### config.mk
export PLATFORM = sky130hd
export DESIGN_NAME = fetch_sequencer
export DESIGN_NICKNAME = d
export VERILOG_FILES = /design/src/rtl/fetch_sequencer.sv
export SDC_FILE = /design/constraint.sdc
export NUM_CORES = 1
export LEC_CHECK = 0
export ABC_AREA = 1
export CORE_ASPECT_RATIO = 1.4
export CORE_MARGIN = 2
export CORE_UTILIZATION = 48
export CTS_CLUSTER_DIAMETER = 80
export DETAILED_ROUTE_END_ITERATION = 10
export PLACE_DENSITY = 0.82
export SLEW_MARGIN = 15
export SYNTH_ARGS = -nofsm -noshare
export SYNTH_HDL_FRONTEND = slang
export SYNTH_SLANG_ARGS = --single-unit
### constraint.sdc
create_clock -name clk -period 3 [get_ports clk]
set_clock_uncertainty 0.1 [all_clocks]
set_input_delay 0.9 -clock clk [delete_from_list [all_inputs] [get_ports clk]]
set_output_delay 0.9 -clock clk [all_outputs]
set_load 0.05 [all_outputs]
### src/rtl/fetch_sequencer.sv
// Fetch stage feeding a 1-cycle-latency synchronous instruction memory: drives the word
// address, pairs the returned word with its PC, and applies stall, redirect and HALT control.
module fetch_sequencer #(
  parameter int              PC_W      = 10,
  parameter logic [PC_W-1:0] RESET_PC  = '0,
  parameter logic [31:0]     HALT_WORD = 32'hFFFF_FFFF,
  parameter int              CNT_W     = 16
) (
  input  logic             clk,
  input  logic             reset,
  input  logic             stall,
  input  logic             redirect_valid,
  input  logic [PC_W-1:0]  redirect_pc,
  input  logic [31:0]      instr_in,
  output logic [PC_W-1:0]  imem_addr,
  output logic             fetch_valid,
  output logic [PC_W-1:0]  fetch_pc,
  output logic             halted,
  output logic [CNT_W-1:0] instr_count
);

  typedef enum logic [1:0] {
    ST_IDLE = 2'd0,
    ST_RUN  = 2'd1,
    ST_HALT = 2'd2
  } state_t;

  state_t           r_state;
  logic [PC_W-1:0]  r_pc_q;
  logic [PC_W-1:0]  r_fetch_pc;
  logic             r_fetch_valid;
  logic             r_halted;
  logic [CNT_W-1:0] r_instr_count;

  state_t           w_state_next;
  logic [PC_W-1:0]  w_pc_q_next;
  logic [PC_W-1:0]  w_fetch_pc_next;
  logic             w_fetch_valid_next;
  logic             w_halted_next;
  logic [CNT_W-1:0] w_instr_count_next;
  logic [PC_W-1:0]  w_addr;
  logic             w_consume;
  logic             w_is_halt;

  // The only path from instr_in into control is this compare.
  assign w_is_halt = (instr_in == HALT_WORD);

  always_ff @(posedge clk) begin
    if (reset) begin
      r_state       <= ST_IDLE;
      r_pc_q        <= RESET_PC;
      r_fetch_pc    <= RESET_PC;
      r_fetch_valid <= 1'b0;
      r_halted      <= 1'b0;
      r_instr_count <= '0;
    end else begin
      r_state       <= w_state_next;
      r_pc_q        <= w_pc_q_next;
      r_fetch_pc    <= w_fetch_pc_next;
      r_fetch_valid <= w_fetch_valid_next;
      r_halted      <= w_halted_next;
      r_instr_count <= w_instr_count_next;
    end
  end

  always_comb begin
    w_state_next       = r_state;
    w_pc_q_next        = r_pc_q;
    w_fetch_pc_next    = r_fetch_pc;
    w_fetch_valid_next = r_fetch_valid;
    w_halted_next      = r_halted;
    w_addr             = r_fetch_pc;
    w_consume          = 1'b0;

    if (reset) begin
      w_addr = RESET_PC;
    end else begin
      case (r_state)
        ST_IDLE: begin
          w_addr             = r_pc_q;
          w_fetch_pc_next    = r_pc_q;
          w_pc_q_next        = r_pc_q + 1'b1;
          w_fetch_valid_next = 1'b1;
          w_state_next       = ST_RUN;
        end
        ST_RUN: begin
          if (r_fetch_valid && !stall && w_is_halt) begin
            w_addr             = r_fetch_pc;
            w_fetch_valid_next = 1'b0;
            w_halted_next      = 1'b1;
            w_state_next       = ST_HALT;
            w_consume          = 1'b1;
          end else if (redirect_valid) begin
            // Redirect wins over stall: decode takes the presented word with the redirect.
            w_addr             = redirect_pc;
            w_fetch_pc_next    = redirect_pc;
            w_pc_q_next        = redirect_pc + 1'b1;
            w_fetch_valid_next = 1'b1;
            w_consume          = r_fetch_valid;
          end else if (stall) begin
            // Re-read the presented address so instr_in stays stable next cycle.
            w_addr = r_fetch_pc;
          end else begin
            w_addr             = r_pc_q;
            w_fetch_pc_next    = r_pc_q;
            w_pc_q_next        = r_pc_q + 1'b1;
            w_fetch_valid_next = 1'b1;
            w_consume          = r_fetch_valid;
          end
        end
        ST_HALT: begin
          w_addr = r_fetch_pc;
        end
        default: begin
          w_state_next = ST_IDLE;
        end
      endcase
    end

    w_instr_count_next = r_instr_count;
    if (w_consume && (r_instr_count != {CNT_W{1'b1}})) begin
      w_instr_count_next = r_instr_count + 1'b1;
    end
  end

  assign imem_addr   = w_addr;
  assign fetch_valid = r_fetch_valid;
  assign fetch_pc    = r_fetch_pc;
  assign halted      = r_halted;
  assign instr_count = r_instr_count;

endmodule

==> out/qor.csv, run 1 <==
metric,value,unit
run status,finished with violations,
failing checks,setup timing,
Layout Nets,646,
DRC,0,
CTS Buffer Depth,2,
setup violators final,21,
Mean Syn Cell Area,6.04,um^2
Die Y-Extent,93.9,um
CP Launch Type,primary input,
Area Overhead vs Synth,70.8,%
clock power share,0.278,
Worst Hold Path Cells,2,
post-layout util,0.857,
clk sinks,40,
FF-to-FF path depth,9,
via count,3897,
"CP delay by family, top",simple AND/OR/NAND/NOR gates,
IO Port Bufs,83,
final worst setup slack,-327,ps
fin. max-slew vios,0,
Rows,32,
Total Routing Usage GR,0.337,
f_max,301,MHz
Synth Register Bits,40,
R2R Path Start,r_state[0],
hold crit path type,reg -> reg,
Sum Neg Setup Slack,-3730,ps
library cells used by synthesis,32,
Worst Path Buf+Inv,2,
gr ovfl total,0,
CTS root buffer,clkbuf_8,
Max transition margin,0.621,
Routability Congestion,0.835,
Die X,68.2,um
sw frac,0.353,
# hold bufs at CTS,0,
share of cells above drive strength 1,0.356,
register-to-register setup slack,880,ps
fillers,318,
Internal Pwr Total,0.00104,W
Post-Route WL,12900,um
Comb pwr share,0.352,
max_cap viols,0,
mean routed wirelength per cell,19.4,um
crit path max-delay cell type,a21oi_4,
Clock transition at path regs,70,ps
crit end category,primary output,
CP Data Required Time,2000,ps
Slew @ Worst Pin,567,ps
Max IR drop VDD,0.370,mV
I/O pins,84,
"Seq/Total Area, Yosys",0.289,
critical path class,in -> out,
H-tree levels,2,
crit share post-route,1.11,
vias in the first global route,3516,
Stages on worst setup path,10,
detailed-route vias per instance,5.85,
Core Area,0.00553,mm^2
dominant cells by area after synthesis,"dfxtp_1, nand2_1, nand3_1, nor2_1, inv_1",
n_diodes,0,
Routed Antenna Nets,0,
syn_nets,508,
largest net degree at the start of global routing,32,
"slowest stage delay, CP",210,ps
data arrival time of the worst path,2330,ps
Leakage,1.96,nW
Netlist Area Pre-Place,0.00277,mm^2
initial antenna violation count,0,
CTS tree,built,
Critical path origin,instr_in[17],
first-iteration detailed-routing DRC count,394,
Synthesis Warnings,0,
clock buffer count from CTS,5,
Tmin final,3330,ps
Mapped Cells,459,
Die Area,0.00641,mm^2
first-pass GRT wire length,16200,um
crit path cell chain,buf_6 -> nand2_2 -> nor2_4 -> nand2_2 -> nor2_4 -> nand3_4 -> nand2_4 -> nand3_2 -> a21oi_4 -> buf_12,
Detail Placement HPWL,6380,um
Crit Path Max Fanout,5,
cell taking the most area after synthesis,dfxtp_1,
worst skew pair latency,300,ps
Hold WS,397,ps
Net Sw Power,0.000567,W
Reg power frac,0.370,
HP Start,instr_count[15],
Final Hold Viols,0,
DR pass1 iterations,6,
RSZ-0062 raised after global routing,true,
Initial Util,0.502,
top-area cell type share of the netlist area,0.289,
pwr/cell area,339,mW/mm^2
[path summary, 6_finish.rpt]
path,endpoint
max reg2reg,r_pc_q[6]
min reg2reg,instr_count[15]
min,instr_count[15]
max,imem_addr[4]
[cells in the final DEF (no fill, tap or decap), drive strengths merged, types with 8 or more instances in the layout]
master | netlist | final
a21oi | 35 | 35
buf | 8 | 100
clkdlybuf4s50 | 0 | 31
dfxtp | 40 | 40
inv | 46 | 46
nand2 | 150 | 151
nand3 | 51 | 51
nor2 | 56 | 56
nor3 | 8 | 8
o21ai | 28 | 28
xor2 | 8 | 8
[routing by layer]
layer	vias up	global-route usage	wire, um
li1	1757	-	-
met1	1780	0.330	4060
met2	270	0.591	6350
met3	90	0.104	1430
met4	0	0.210	1070
met5	-	0	0
[per-stage QoR]
| step | instance area [um^2] | worst slack [ps] | power, W | instances |
|---|---|---|---|---|
| 4_1_cts | 4410 | -135 | 0.00153 | 663 |
| 5_1_grt | 4740 | -348 | 0.00167 | 666 |
| 6_report | 4740 | -327 | 0.00161 | 666 |
| 3_5_place_dp | 4020 | -590 | 0.00107 | 620 |
| 2_1_floorplan | 2880 | 5.78 | 0.000862 | 459 |
| 3_3_place_gp | 4020 | -540 | 0.00106 | 620 |
[worst register-to-register path, stage by stage, from the launching register on]
cell     delay, ps
dfxtp_1        360
inv_2           70
nor2_4         450
nand2_1        330
inv_2          240
nand2_1         70
o21ai_0        200
nand3_2        110
nand2_2         60
nor2_1          30
[registers in the layout, indices dropped and copies added (netlist names)]
name,count
fetch_pc,10
fetch_valid,1
halted,1
instr_count,16
r_pc_q,10
r_state,2
[what timing repair did]
action / 4_1_cts / 5_1_grt
setup endpoints to repair: 10 / 20
cloned: 2 / 1
pin swaps: 31 / 27
gates resized for setup: 157 / 84
buffers inserted: 33 / 6
[final cells by class]
class,instances,area (um^2),area share
repair buffers,143,1430,0.301
multi-input cells,359,2120,0.448
clock buffers,5,68.8,0.0145
inverters,48,190,0.0401
well taps,68,85.1,0.0180
clock inverters,3,42.5,0.00898
flip-flops and latches,40,801,0.169
[power by group through the flow]
stage          registers [W]  clock network, W  logic (W)
2_1_floorplan       0.000640                 0   0.000222
3_3_place_gp        0.000599                 0   0.000465
3_5_place_dp        0.000601                 0   0.000470
4_1_cts             0.000590          0.000453   0.000491
5_1_grt             0.000597          0.000471   0.000604
6_report            0.000595          0.000447   0.000565
[cell usage after synthesis, drive strengths merged]
| cell | number |
|---|---|
| a21oi | 35 |
| a22oi | 1 |
| a31oi | 3 |
| buf | 8 |
| clkbuf | 5 |
| clkinv | 2 |
| dfxtp | 40 |
| ha | 3 |
| inv | 46 |
| nand2 | 150 |
| nand3 | 51 |
| nand3b | 3 |
| nand4 | 5 |
| nor2 | 56 |
| nor3 | 8 |
| o21ai | 28 |
| o21bai | 1 |
| o31ai | 1 |
| xnor2 | 5 |
| xor2 | 8 |
[kinds of logic after synthesis]
family	after synthesis	synth area share
adder cells (fa/ha/maj)	3	0.0135
XOR/XNOR	13	0.0411
buffers and inverters	61	0.0943
AND/OR/NAND/NOR	273	0.421
AO/OA/AOI/OAI	69	0.141
flip-flops	40	0.289
No activity file was read; power rests on OpenSTA's default activity.
==> run 2, diff against run 1 <==
--- a/config.mk
+++ b/config.mk
@@ -11,6 +11,7 @@
 export CORE_UTILIZATION = 48
 export CTS_CLUSTER_DIAMETER = 80
 export DETAILED_ROUTE_END_ITERATION = 10
+export GPL_TIMING_DRIVEN = 0
 export PLACE_DENSITY = 0.82
 export SLEW_MARGIN = 15
 export SYNTH_ARGS = -nofsm -noshare
==> out/qor.csv, run 2 (synthesis results as in run 1) <==
metric,value,unit,change
run status,finished with violations,,unchanged
failing checks,setup timing,,unchanged
Final Hold Viols,0,,unchanged
IO Port Bufs,82,,was 83
Core Area,0.00553,mm^2,unchanged
fin. max-slew vios,0,,unchanged
f_max,298,MHz,was 301 MHz
crit end category,primary output,,unchanged
Initial Util,0.502,,unchanged
register-to-register setup slack,970,ps,was 880 ps
Tmin final,3360,ps,was 3330 ps
H-tree levels,2,,unchanged
crit path cell chain,buf_2 -> nand2_2 -> nor2_4 -> inv_2 -> nor2_4 -> nand3_4 -> buf_6 -> nor2_4 -> nand2_2 -> nand3_2 -> nand2_2 -> inv_2 -> buf_8,,was buf_6 -> nand2_2 -> nor2_4 -> nand2_2 -> nor2_4 -> nand3_4 -> nand2_4 -> nand3_2 -> a21oi_4 -> buf_12
GR met2 Demand/Resource,0.549,,was 0.591
Max transition margin,0.638,,was 0.621
pwr/cell area,348,mW/mm^2,was 339 mW/mm^2
crit share post-route,1.12,,was 1.11
share of cells above drive strength 1,0.341,,was 0.356
final worst setup slack,-359,ps,was -327 ps
Hold WS,381,ps,was 397 ps
hold crit path type,reg -> reg,,unchanged
met1 GRT Util,0.323,,was 0.330
critical path class,in -> out,,unchanged
R2R Path End,r_pc_q[8],,was r_pc_q[6]
fillers,336,,was 318
data arrival time of the worst path,2360,ps,was 2330 ps
clk sinks,40,,unchanged
Hold EP,halted,,was instr_count[15]
first-iteration detailed-routing DRC count,417,,was 394
Leakage,1.90,nW,was 1.96 nW
CP Data Required Time,2000,ps,about the same
mean routed wirelength per cell,19.3,um,was 19.4 um
first-pass GRT wire length,15300,um,was 16200 um
Worst Hold Path Cells,2,,unchanged
worst skew pair latency,300,ps,about the same
Pwr Total,0.00158,W,was 0.00161 W
Detail Placement HPWL,6460,um,was 6380 um
FF-to-FF path depth,10,,was 9
Die Area,0.00641,mm^2,unchanged
R2R Path Start,r_pc_q[0],,was r_state[0]
max FFs per register,16,,unchanged
detailed-route vias per instance,5.81,,was 5.85
Crit Path Max Fanout,4,,was 5
gr ovfl total,0,,unchanged
setup violators final,21,,unchanged
DRC,0,,unchanged
"slowest stage delay, CP",240,ps,was 210 ps
dpl ws,-1400,ps,was -590 ps
largest net degree at the start of global routing,14,,was 32
Routed Antenna Nets,0,,unchanged
Routability Congestion,0.896,,was 0.835
"commonest cells after routing, fill and taps aside","nand2_1, buf_4, nor2_1, dfxtp_1, nand3_1",,unchanged
Sum Neg Setup Slack,-5140,ps,was -3730 ps
CP Launch Type,primary input,,unchanged
Total Routing Usage GR,0.312,,was 0.337
n_diodes,0,,unchanged
CTS root buffer,clkbuf_8,,unchanged
max_cap viols,0,,unchanged
Slew @ Worst Pin,541,ps,was 567 ps
initial antenna violation count,0,,unchanged
via count,3850,,was 3897
Area Overhead vs Synth,63.8,%,was 70.8%
M3 GR Usage,0.0755,,was 0.104
"most common cell after layout, fill and taps aside",nand2_1,,unchanged
Max IR drop VDD,0.333,mV,was 0.370 mV
Rows,32,,unchanged
Post-Route WL,12800,um,was 12900 um
crit path max-delay cell type,nor2_4,,was a21oi_4
RSZ-0062 raised after global routing,true,,unchanged
"CP delay by family, top",simple AND/OR/NAND/NOR gates,,unchanged
Worst Path Buf+Inv,5,,was 2
Clock transition at path regs,90,ps,was 70 ps
clock buffer count from CTS,5,,unchanged
DR pass1 iterations,7,,was 6
CTS Buffer Depth,2,,unchanged
Die Y-Extent,93.9,um,unchanged
Layout Nets,643,,was 646
I/O pins,84,,unchanged
CTS tree,built,,unchanged
Die X,68.2,um,unchanged
busiest grt layer,met2,,unchanged
vias in the first global route,3450,,was 3516
HP Start,halted,,was instr_count[15]
[run 2: through the flow]
stage / area [um^2] / instances / util
after floorplan: 2880 / 459 / -
after detailed placement: 3780 / 609 / 0.685
final: 4540 / 663 / 0.822
after CTS: 4190 / 651 / 0.758
after global routing: 4540 / 663 / 0.822
after global placement: 3780 / 609 / 0.685
[run 2: routing by layer]
metal,part of all wire,vias up
met5,0,-
met4,0.091,0
met3,0.11,113
met2,0.49,268
met1,0.31,1722
li1,-,1747
[run 2: worst register-to-register path, cell delays in order (launching register included)]
cell,delay (ps)
dfxtp_1,510
ha_1,260
nand3_1,190
inv_1,100
nand2_1,60
nand2_1,100
nand2_1,50
o21ai_0,180
nand3_1,170
nand2_1,150
nor2_1,60
[run 2: worst max path at each step]
stage	startpoint	end	slack (ps)	cells after the start
2_1_floorplan	stall	imem_addr[0]	6	9
3_3_place_gp	stall	imem_addr[3]	-1390	9
3_5_place_dp	stall	imem_addr[5]	-1400	9
4_1_cts	instr_in[9]	imem_addr[5]	-120	10
5_1_grt	instr_in[29]	imem_addr[0]	-490	13
6_report	instr_in[29]	imem_addr[0]	-360	13
[run 2: timing repair]
item | 4_1_cts | 5_1_grt
endpoints found under the setup margin | 10 | 16
hold buffers | 0 | 0
gates resized for setup | 232 | 87
gates cloned | 1 | 2
setup buffers | 33 | 10
pin swaps | 10 | 33
[run 2: cell type report]
| cell class | instances | area [um^2] | area share |
|---|---|---|---|
| well taps | 68 | 85.1 | 0.0187 |
| flip-flops and latches | 40 | 801 | 0.176 |
| inverters | 48 | 190 | 0.0419 |
| repair buffers | 127 | 1160 | 0.255 |
| clock inverters | 3 | 42.5 | 0.00937 |
| plain buffers | 13 | 110 | 0.0242 |
| clock buffers | 5 | 68.8 | 0.0152 |
| multi-input cells | 359 | 2090 | 0.459 |
[run 2: power by group]
group | switching (W) | internal [W] | leakage [nW]
clock | 0.000210 | 0.000246 | 0.0541
combinational | 0.000326 | 0.000202 | 1.51
sequential | 0.0000360 | 0.000558 | 0.327
total | 0.000571 | 0.00101 | 1.90
